$ cat src/rtl/write_back_buffer.sv
// write_back_buffer
// Posted-write FIFO between the cache controller and the RAM. Dirty-line
// write-backs are queued and retired to RAM in the background; miss reads are
// served from the youngest matching buffered entry, otherwise from RAM.
//
// Ports:
//   clock, resetn          clock, asynchronous active-low reset
//   wr_valid/wr_addr/
//   wr_data/wr_ready       write-back push from the cache
//   rd_req/rd_addr/
//   rd_ready               miss read request from the cache
//   rd_valid/rd_data       one-cycle read-return pulse and its data
//   ram_addr/ram_data/
//   ram_wren/ram_q         RAM port (ram_q valid one clock after address)
//   count, state           occupancy and FSM code for the debug displays
//
// Handshakes: a write is taken at a clock edge where wr_valid & wr_ready
// (wr_ready = not full, in every state); the cache holds wr_valid and its
// payload until then. A read is taken at an edge where rd_req & rd_ready
// (rd_ready = FSM idle); the answer arrives as a single-cycle rd_valid pulse.
//
// Build option: define WBB_COALESCE_EN to merge a push into an existing entry
// with the same address instead of allocating a new one.
module write_back_buffer #(
    parameter int ADDR_W = 5,
    parameter int DATA_W = 8,
    parameter int DEPTH  = 4
) (
    input  logic                   clock,
    input  logic                   resetn,
    input  logic                   wr_valid,
    input  logic [ADDR_W-1:0]      wr_addr,
    input  logic [DATA_W-1:0]      wr_data,
    output logic                   wr_ready,
    input  logic                   rd_req,
    input  logic [ADDR_W-1:0]      rd_addr,
    output logic                   rd_ready,
    output logic                   rd_valid,
    output logic [DATA_W-1:0]      rd_data,
    output logic [ADDR_W-1:0]      ram_addr,
    output logic [DATA_W-1:0]      ram_data,
    output logic                   ram_wren,
    input  logic [DATA_W-1:0]      ram_q,
    output logic [$clog2(DEPTH):0] count,
    output logic [1:0]             state
);

    localparam int PTR_W = $clog2(DEPTH);
    localparam int CNT_W = PTR_W + 1;

    typedef enum logic [1:0] {
        IDLE  = 2'd0,
        DRAIN = 2'd1,
        READ  = 2'd2,
        RWAIT = 2'd3
    } state_t;

    state_t            fsm_q;
    logic [ADDR_W-1:0] ent_addr [DEPTH];
    logic [DATA_W-1:0] ent_data [DEPTH];
    logic [DEPTH-1:0]  ent_vld;
    logic [PTR_W-1:0]  head;
    logic [PTR_W-1:0]  tail;
    logic [CNT_W-1:0]  count_q;
    logic [CNT_W-1:0]  count_next;
    logic [ADDR_W-1:0] rd_addr_q;

    logic              pop;
    logic              push;
    logic              alloc;
    logic              fwd_hit;
    logic [DATA_W-1:0] fwd_data;

    assign wr_ready = (count_q != CNT_W'(DEPTH));
    assign rd_ready = (fsm_q == IDLE);
    assign pop      = (fsm_q == DRAIN);
    assign push     = wr_valid && wr_ready;
    assign count    = count_q;
    assign state    = fsm_q;

    // Forwarding search walks oldest to youngest so the last hit is the
    // youngest entry. It looks at the registered entries only, so a write
    // pushed on the same edge as the read is not visible to it.
    always_comb begin
        fwd_hit  = 1'b0;
        fwd_data = '0;
        for (int i = 0; i < DEPTH; i++) begin
            if (ent_vld[head + PTR_W'(i)] && (ent_addr[head + PTR_W'(i)] == rd_addr)) begin
                fwd_hit  = 1'b1;
                fwd_data = ent_data[head + PTR_W'(i)];
            end
        end
    end

`ifdef WBB_COALESCE_EN
    logic             co_hit;
    logic [PTR_W-1:0] co_idx;

    // The head leaving on this edge cannot absorb the write: its old data is
    // what goes to RAM now, so the new data needs its own entry.
    always_comb begin
        co_hit = 1'b0;
        co_idx = '0;
        for (int i = 0; i < DEPTH; i++) begin
            if (ent_vld[i] && (ent_addr[i] == wr_addr) && !(pop && (PTR_W'(i) == head))) begin
                co_hit = 1'b1;
                co_idx = PTR_W'(i);
            end
        end
    end

    assign alloc = push && !co_hit;
`else
    assign alloc = push;
`endif

    always_comb begin
        count_next = count_q;
        if (alloc && !pop) begin
            count_next = count_q + CNT_W'(1);
        end else if (pop && !alloc) begin
            count_next = count_q - CNT_W'(1);
        end
    end

    // Entry storage and pointers.
    always_ff @(posedge clock or negedge resetn) begin
        if (!resetn) begin
            for (int i = 0; i < DEPTH; i++) begin
                ent_addr[i] <= '0;
                ent_data[i] <= '0;
            end
            ent_vld <= '0;
            head    <= '0;
            tail    <= '0;
            count_q <= '0;
        end else begin
            if (pop) begin
                ent_vld[head] <= 1'b0;
                head          <= head + PTR_W'(1);
            end
            if (alloc) begin
                ent_addr[tail] <= wr_addr;
                ent_data[tail] <= wr_data;
                ent_vld[tail]  <= 1'b1;
                tail           <= tail + PTR_W'(1);
            end
`ifdef WBB_COALESCE_EN
            else if (push) begin
                ent_data[co_idx] <= wr_data;
            end
`endif
            count_q <= count_next;
        end
    end

    // Control FSM. A read in IDLE takes priority over starting a drain, and
    // a pending rd_req ends a drain burst so the read gets in next.
    always_ff @(posedge clock or negedge resetn) begin
        if (!resetn) begin
            fsm_q     <= IDLE;
            rd_addr_q <= '0;
            rd_valid  <= 1'b0;
            rd_data   <= '0;
        end else begin
            rd_valid <= 1'b0;
            case (fsm_q)
                IDLE: begin
                    if (rd_req) begin
                        if (fwd_hit) begin
                            rd_valid <= 1'b1;
                            rd_data  <= fwd_data;
                        end else begin
                            rd_addr_q <= rd_addr;
                            fsm_q     <= READ;
                        end
                    end else if (count_q != '0) begin
                        fsm_q <= DRAIN;
                    end
                end
                DRAIN: begin
                    fsm_q <= ((count_next != '0) && !rd_req) ? DRAIN : IDLE;
                end
                READ: begin
                    fsm_q <= RWAIT;
                end
                RWAIT: begin
                    rd_data  <= ram_q;
                    rd_valid <= 1'b1;
                    fsm_q    <= IDLE;
                end
                default: begin
                    fsm_q <= IDLE;
                end
            endcase
        end
    end

    // RAM bus decoded from registered state, entries and latched address.
    always_comb begin
        ram_addr = '0;
        ram_data = '0;
        ram_wren = 1'b0;
        case (fsm_q)
            DRAIN: begin
                ram_addr = ent_addr[head];
                ram_data = ent_data[head];
                ram_wren = 1'b1;
            end
            READ: begin
                ram_addr = rd_addr_q;
            end
            default: begin
            end
        endcase
    end

endmodule

$ cat config.mk
export PLATFORM = sky130hd
export DESIGN_NAME = write_back_buffer
export DESIGN_NICKNAME = d
export VERILOG_FILES = /design/src/rtl/write_back_buffer.sv
export SDC_FILE = /design/constraint.sdc
export NUM_CORES = 1
export LEC_CHECK = 0
export CAP_MARGIN = 10
export CELL_PAD_IN_SITES_DETAIL_PLACEMENT = 1
export CELL_PAD_IN_SITES_GLOBAL_PLACEMENT = 2
export CORE_AREA = 4 4 107 149
export CTS_CLUSTER_DIAMETER = 50
export CTS_CLUSTER_SIZE = 25
export DETAILED_ROUTE_END_ITERATION = 10
export DIE_AREA = 0 0 111 153
export HOLD_SLACK_MARGIN = 0.03
export MAX_ROUTING_LAYER = met4
export PLACE_DENSITY_LB_ADDON = 0.1
export SETUP_SLACK_MARGIN = 0.05
export SLEW_MARGIN = 20
export SYNTH_ARGS = -nofsm -noshare
export SYNTH_HDL_FRONTEND = slang
export SYNTH_SLANG_ARGS = --single-unit
$ cat constraint.sdc
create_clock -name clock -period 5.1 [get_ports clock]
set_clock_uncertainty 0.05 [all_clocks]
set_input_delay 0.51 -clock clock [delete_from_list [all_inputs] [get_ports clock]]
set_output_delay 0.51 -clock clock [all_outputs]
set_load 0.03 [all_outputs]
==> metrics.md <==
| Metric | Value |
|---|---|
| Finished Cell Area | `~6600 um2` |
| First-pass GRT wire length | `between 20000 and 30000 um` |
| Slack of the critical path | `roughly 1200 ps` |
| CORE AREA | `14500 um2` |
| Row count | `52` |
| Hold Slack | `roughly 140 ps` |
| Max_slew headroom | `between 30% and 40%` |
| Total gr overflow | `0` |
| Worst Setup End Kind | `flip-flop` |
| WS Path Type | `reg2reg` |
| Worst slack, placed | `1180 ps` |
| Synth Instances | `455` |
| Via Count | `~3900` |
| GP Congestion | `~0.87` |
| Cells along the critical path | `inv_1, ha_1, mux4_1, xor2_2, nor3_1, and3_1, a2111oi_4, and3_1, mux2_4` |
| Peak supply drop | `0.346 mV` |
| Postcts setup bufs | `0` |
| Diodes inserted | `0` |
| Total negative slack | `0 ps` |
| RSZ-0062 raised after global routing | `false` |
| DIE AREA | `17000 um2` |
| CTS H-tree depth | `3` |
| Period utilisation layout | `between 70% and 80%` |
| PD cells | `825 nW/um2` |
| Worst min-delay path category | `in2async` |
| Die Wd | `111 um` |
| Leakage dissipation | `around 2.6 nW` |
| Register area share after synthesis | `a little over a third` |
| CTS Buffer Depth | `2` |
| Clock transition at path regs | `~70 ps` |
| Final layout net count | `approximately 540` |
| GRT Overall Usage | `about a fifth` |
| Crit path largest cell delay | `about 660 ps` |
| Vias in the first global route | `approximately 4200` |
| Setup-failing EPs final | `0` |
| Most used cell, CP | `and3_1` |
| CTS buffer count | `9` |
| Largest net degree at the start of global routing | `80` |
| Drt drc | `0` |
| Starting Density | `38.5%` |
| Synth top area cells | `dfrtp_1 35%, mux4_2 19%, mux2_2 11%` |
| Final Hold Vio Count | `0` |
| Syn Nets | `500` |
| Layout cells sized above 1 | `roughly 28%` |
| CP arrival | `~4100 ps` |
| Post-DP HPWL | `11000 um` |
| # IOs | `60` |
| Die height | `approximately 150 um` |
| Slowest CP cell | `mux4_1` |
| Avg Vias per Cell | `about 5.7` |
| Leading area contributor after synthesis | `dfrtp_1` |
| Netlist cell types | `52` |
| Warnings from Yosys | `0` |
| Initial antenna violation count | `0` |
| Run status | `finished clean` |
| Worst-Margin Slew | `between 900 and 1000 ps` |
| Hold_buf cts | `0` |
| Routed Wire Length | `15300 um` |
| TritonCTS clock tree | `yes` |
| Resize count post-CTS | `0` |
| Post-DP Area | `roughly 6300 um2` |
| CTS Sinks | `79` |
| Critical Path Start Type | `flip-flop` |
| Worst Path Max Fanout | `10` |
| Root Buffer | `clkbuf_16` |
| IO Port Bufs | `~60` |
| Mean routed wirelength per cell | `22.1 um` |
| Worst-skew pair later-pin latency | `340 ps` |
| Max Cap Viol | `0` |
| Maximum achievable frequency | `about 260 MHz` |
| Antenna Nets Post-Route | `0` |
| Max Slew Vio Count | `0` |
| Mapped Area | `between 5000 and 6000 um2` |
| Post-synthesis area per instance | `between 10 and 15 um2` |
| CP delay by family, top | `multiplexers` |
| CP Data Required Time | `5270 ps` |
| Filler cell count | `roughly 1500` |
| First-iteration detailed-routing DRC count | `between 150 and 200` |
| Post-synth top area share | `a little over a third` |
| Register bit count reported by yosys | `just under 80` |
| DRT Pass-1 Iters | `4` |
| P&R area growth vs syn | `18.0%` |
| Bufs and invs on worst path | `1` |
| Crit path time final | `around 3900 ps` |
| Fin util | `between 40 and 50%` |
==> Yosys cell counts (all sizes together) <==
library cell and number:
dfrtp 79, mux2 58, mux4 49, nand2 46
buf 20, inv 19, xnor2 17, o21ai 16
ha 15, nand3 14, mux2i 13, clkbuf 12
xor2 12, and2 10, nand2b 8, nor2b 8
o211ai 8, a31oi 7, nor4b 7, a22oi 5
and3 4, nor2 4, o22ai 3, a2111oi 2
a21oi 2, nor3 2, o221ai 2, a21boi 1
a32oi 1, nand4 1, nor4 1, o2111a 1
o2111ai 1, o22a 1, o2bb2ai 1, o311a 1
o31a 1, o32a 1, o32ai 1, or2 1
==> sequential cells by signal (all words and copies together) (netlist names) <==
| signal | count |
|---|---|
| ent_data | 32 |
| ent_addr | 20 |
| rd_data | 8 |
| rd_addr_q | 5 |
| ent_vld | 4 |
| count | 3 |
| head | 2 |
| state | 2 |
| tail | 2 |
| rd_valid | 1 |
==> logic make-up (layout without fill, tap and decap cells) <==
group	after synthesis	in the layout	share of synthesized area, %
adder cells (fa/ha/maj)	15	15	3.36
XOR/XNOR	29	29	5.08
flip-flops	79	79	35.4
AO/OA/AOI/OAI	55	55	7.54
multiplexers	120	120	34.2
buffers and inverters	51	100	4.52
AND/OR/NAND/NOR	106	106	9.90
==> worst register-to-register path: stages, from the launching register on <==
cell       delay (ps)
dfrtp_1           340
inv_1              80
ha_1              580
mux4_1            660
xor2_2            330
nor3_1            100
and3_1            330
a2111oi_4         540
and3_1            440
mux2_4            330
==> path summary, 6_finish.rpt <==
path | from | slack (ps) | endpoint | cells past startpoint
worst max-delay path | head[1] | 1200 | rd_addr_q[3] | 9
min in group clock | rd_data[2] | 470 | rd_data[2] | 2
worst max register to register | head[1] | 1200 | rd_addr_q[3] | 9
worst min-delay path | resetn | 140 | ent_data[5] | 1
max in group asynchronous | resetn | 4280 | head[0] | 1
worst min register to register | rd_data[2] | 470 | rd_data[2] | 2
==> per-stage QoR <==
stage,instances,total power [mW]
2_1_floorplan,455,3.84
3_3_place_gp,677,4.70
3_5_place_dp,677,4.79
4_1_cts,693,5.52
5_1_grt,693,5.84
6_report,693,5.44
==> cell type report <==
| type | instances | area [um2] | area share, % |
|---|---|---|---|
| clock inverters | 6 | 85.1 | 1.29 |
| clock buffers | 10 | 229 | 3.47 |
| inverters | 19 | 71.3 | 1.08 |
| flip-flops and latches | 79 | 1980 | 30.0 |
| multi-input cells | 325 | 3360 | 50.9 |
| repair buffers | 65 | 637 | 9.65 |
| well taps | 189 | 236 | 3.58 |
==> where the power goes <==
| group | switching (mW) | total, mW | internal [mW] | leakage (nW) |
|---|---|---|---|---|
| Sequential | 0.370 | 1.32 | 0.954 | 0.948 |
| Combinational | 1.71 | 3.42 | 1.71 | 1.46 |
| Clock | 0.270 | 0.697 | 0.427 | 0.148 |
| Total | 2.35 | 5.44 | 3.09 | 2.56 |
==> metal layers <==
metal  routed length [um]  part of all wire (%)  GRT usage [%]  vias to the layer above
li1                     -                     -              -                     1780
met1                 6590                    43           24.8                     2055
met2                 8060                    53           32.9                       75
met3                  490                   3.2           3.09                       11
met4                  204                   1.3           4.87                        0
met5                    0                     0              -                        -
==> cells in the final DEF (no fill, tap or decap), types with 2 or more instances in the layout <==
| cell | n |
|---|---|
| nand3_1 | 14 |
| nor4b_1 | 7 |
| xor2_2 | 3 |
| a31oi_1 | 7 |
| mux4_1 | 2 |
| and3_1 | 4 |
| ha_1 | 15 |
| buf_4 | 6 |
| clkinvlp_4 | 2 |
| nand2b_1 | 8 |
| xnor2_1 | 16 |
| o22ai_1 | 2 |
| o21ai_0 | 16 |
| a22oi_1 | 5 |
| clkinv_2 | 2 |
| and2_1 | 10 |
| dfrtp_1 | 78 |
| mux2_2 | 53 |
| mux2i_1 | 13 |
| nand2_1 | 46 |
| nor2b_1 | 8 |
| o221ai_1 | 2 |
| o211ai_1 | 8 |
| nor2_1 | 3 |
| nor3_1 | 2 |
| clkdlybuf4s50_1 | 58 |
| mux2_4 | 5 |
| mux4_2 | 47 |
| a21oi_1 | 2 |
| inv_1 | 19 |
| bufinv_16 | 2 |
| clkbuf_16 | 9 |
| xor2_1 | 9 |
(Power assumes the default switching activity.)
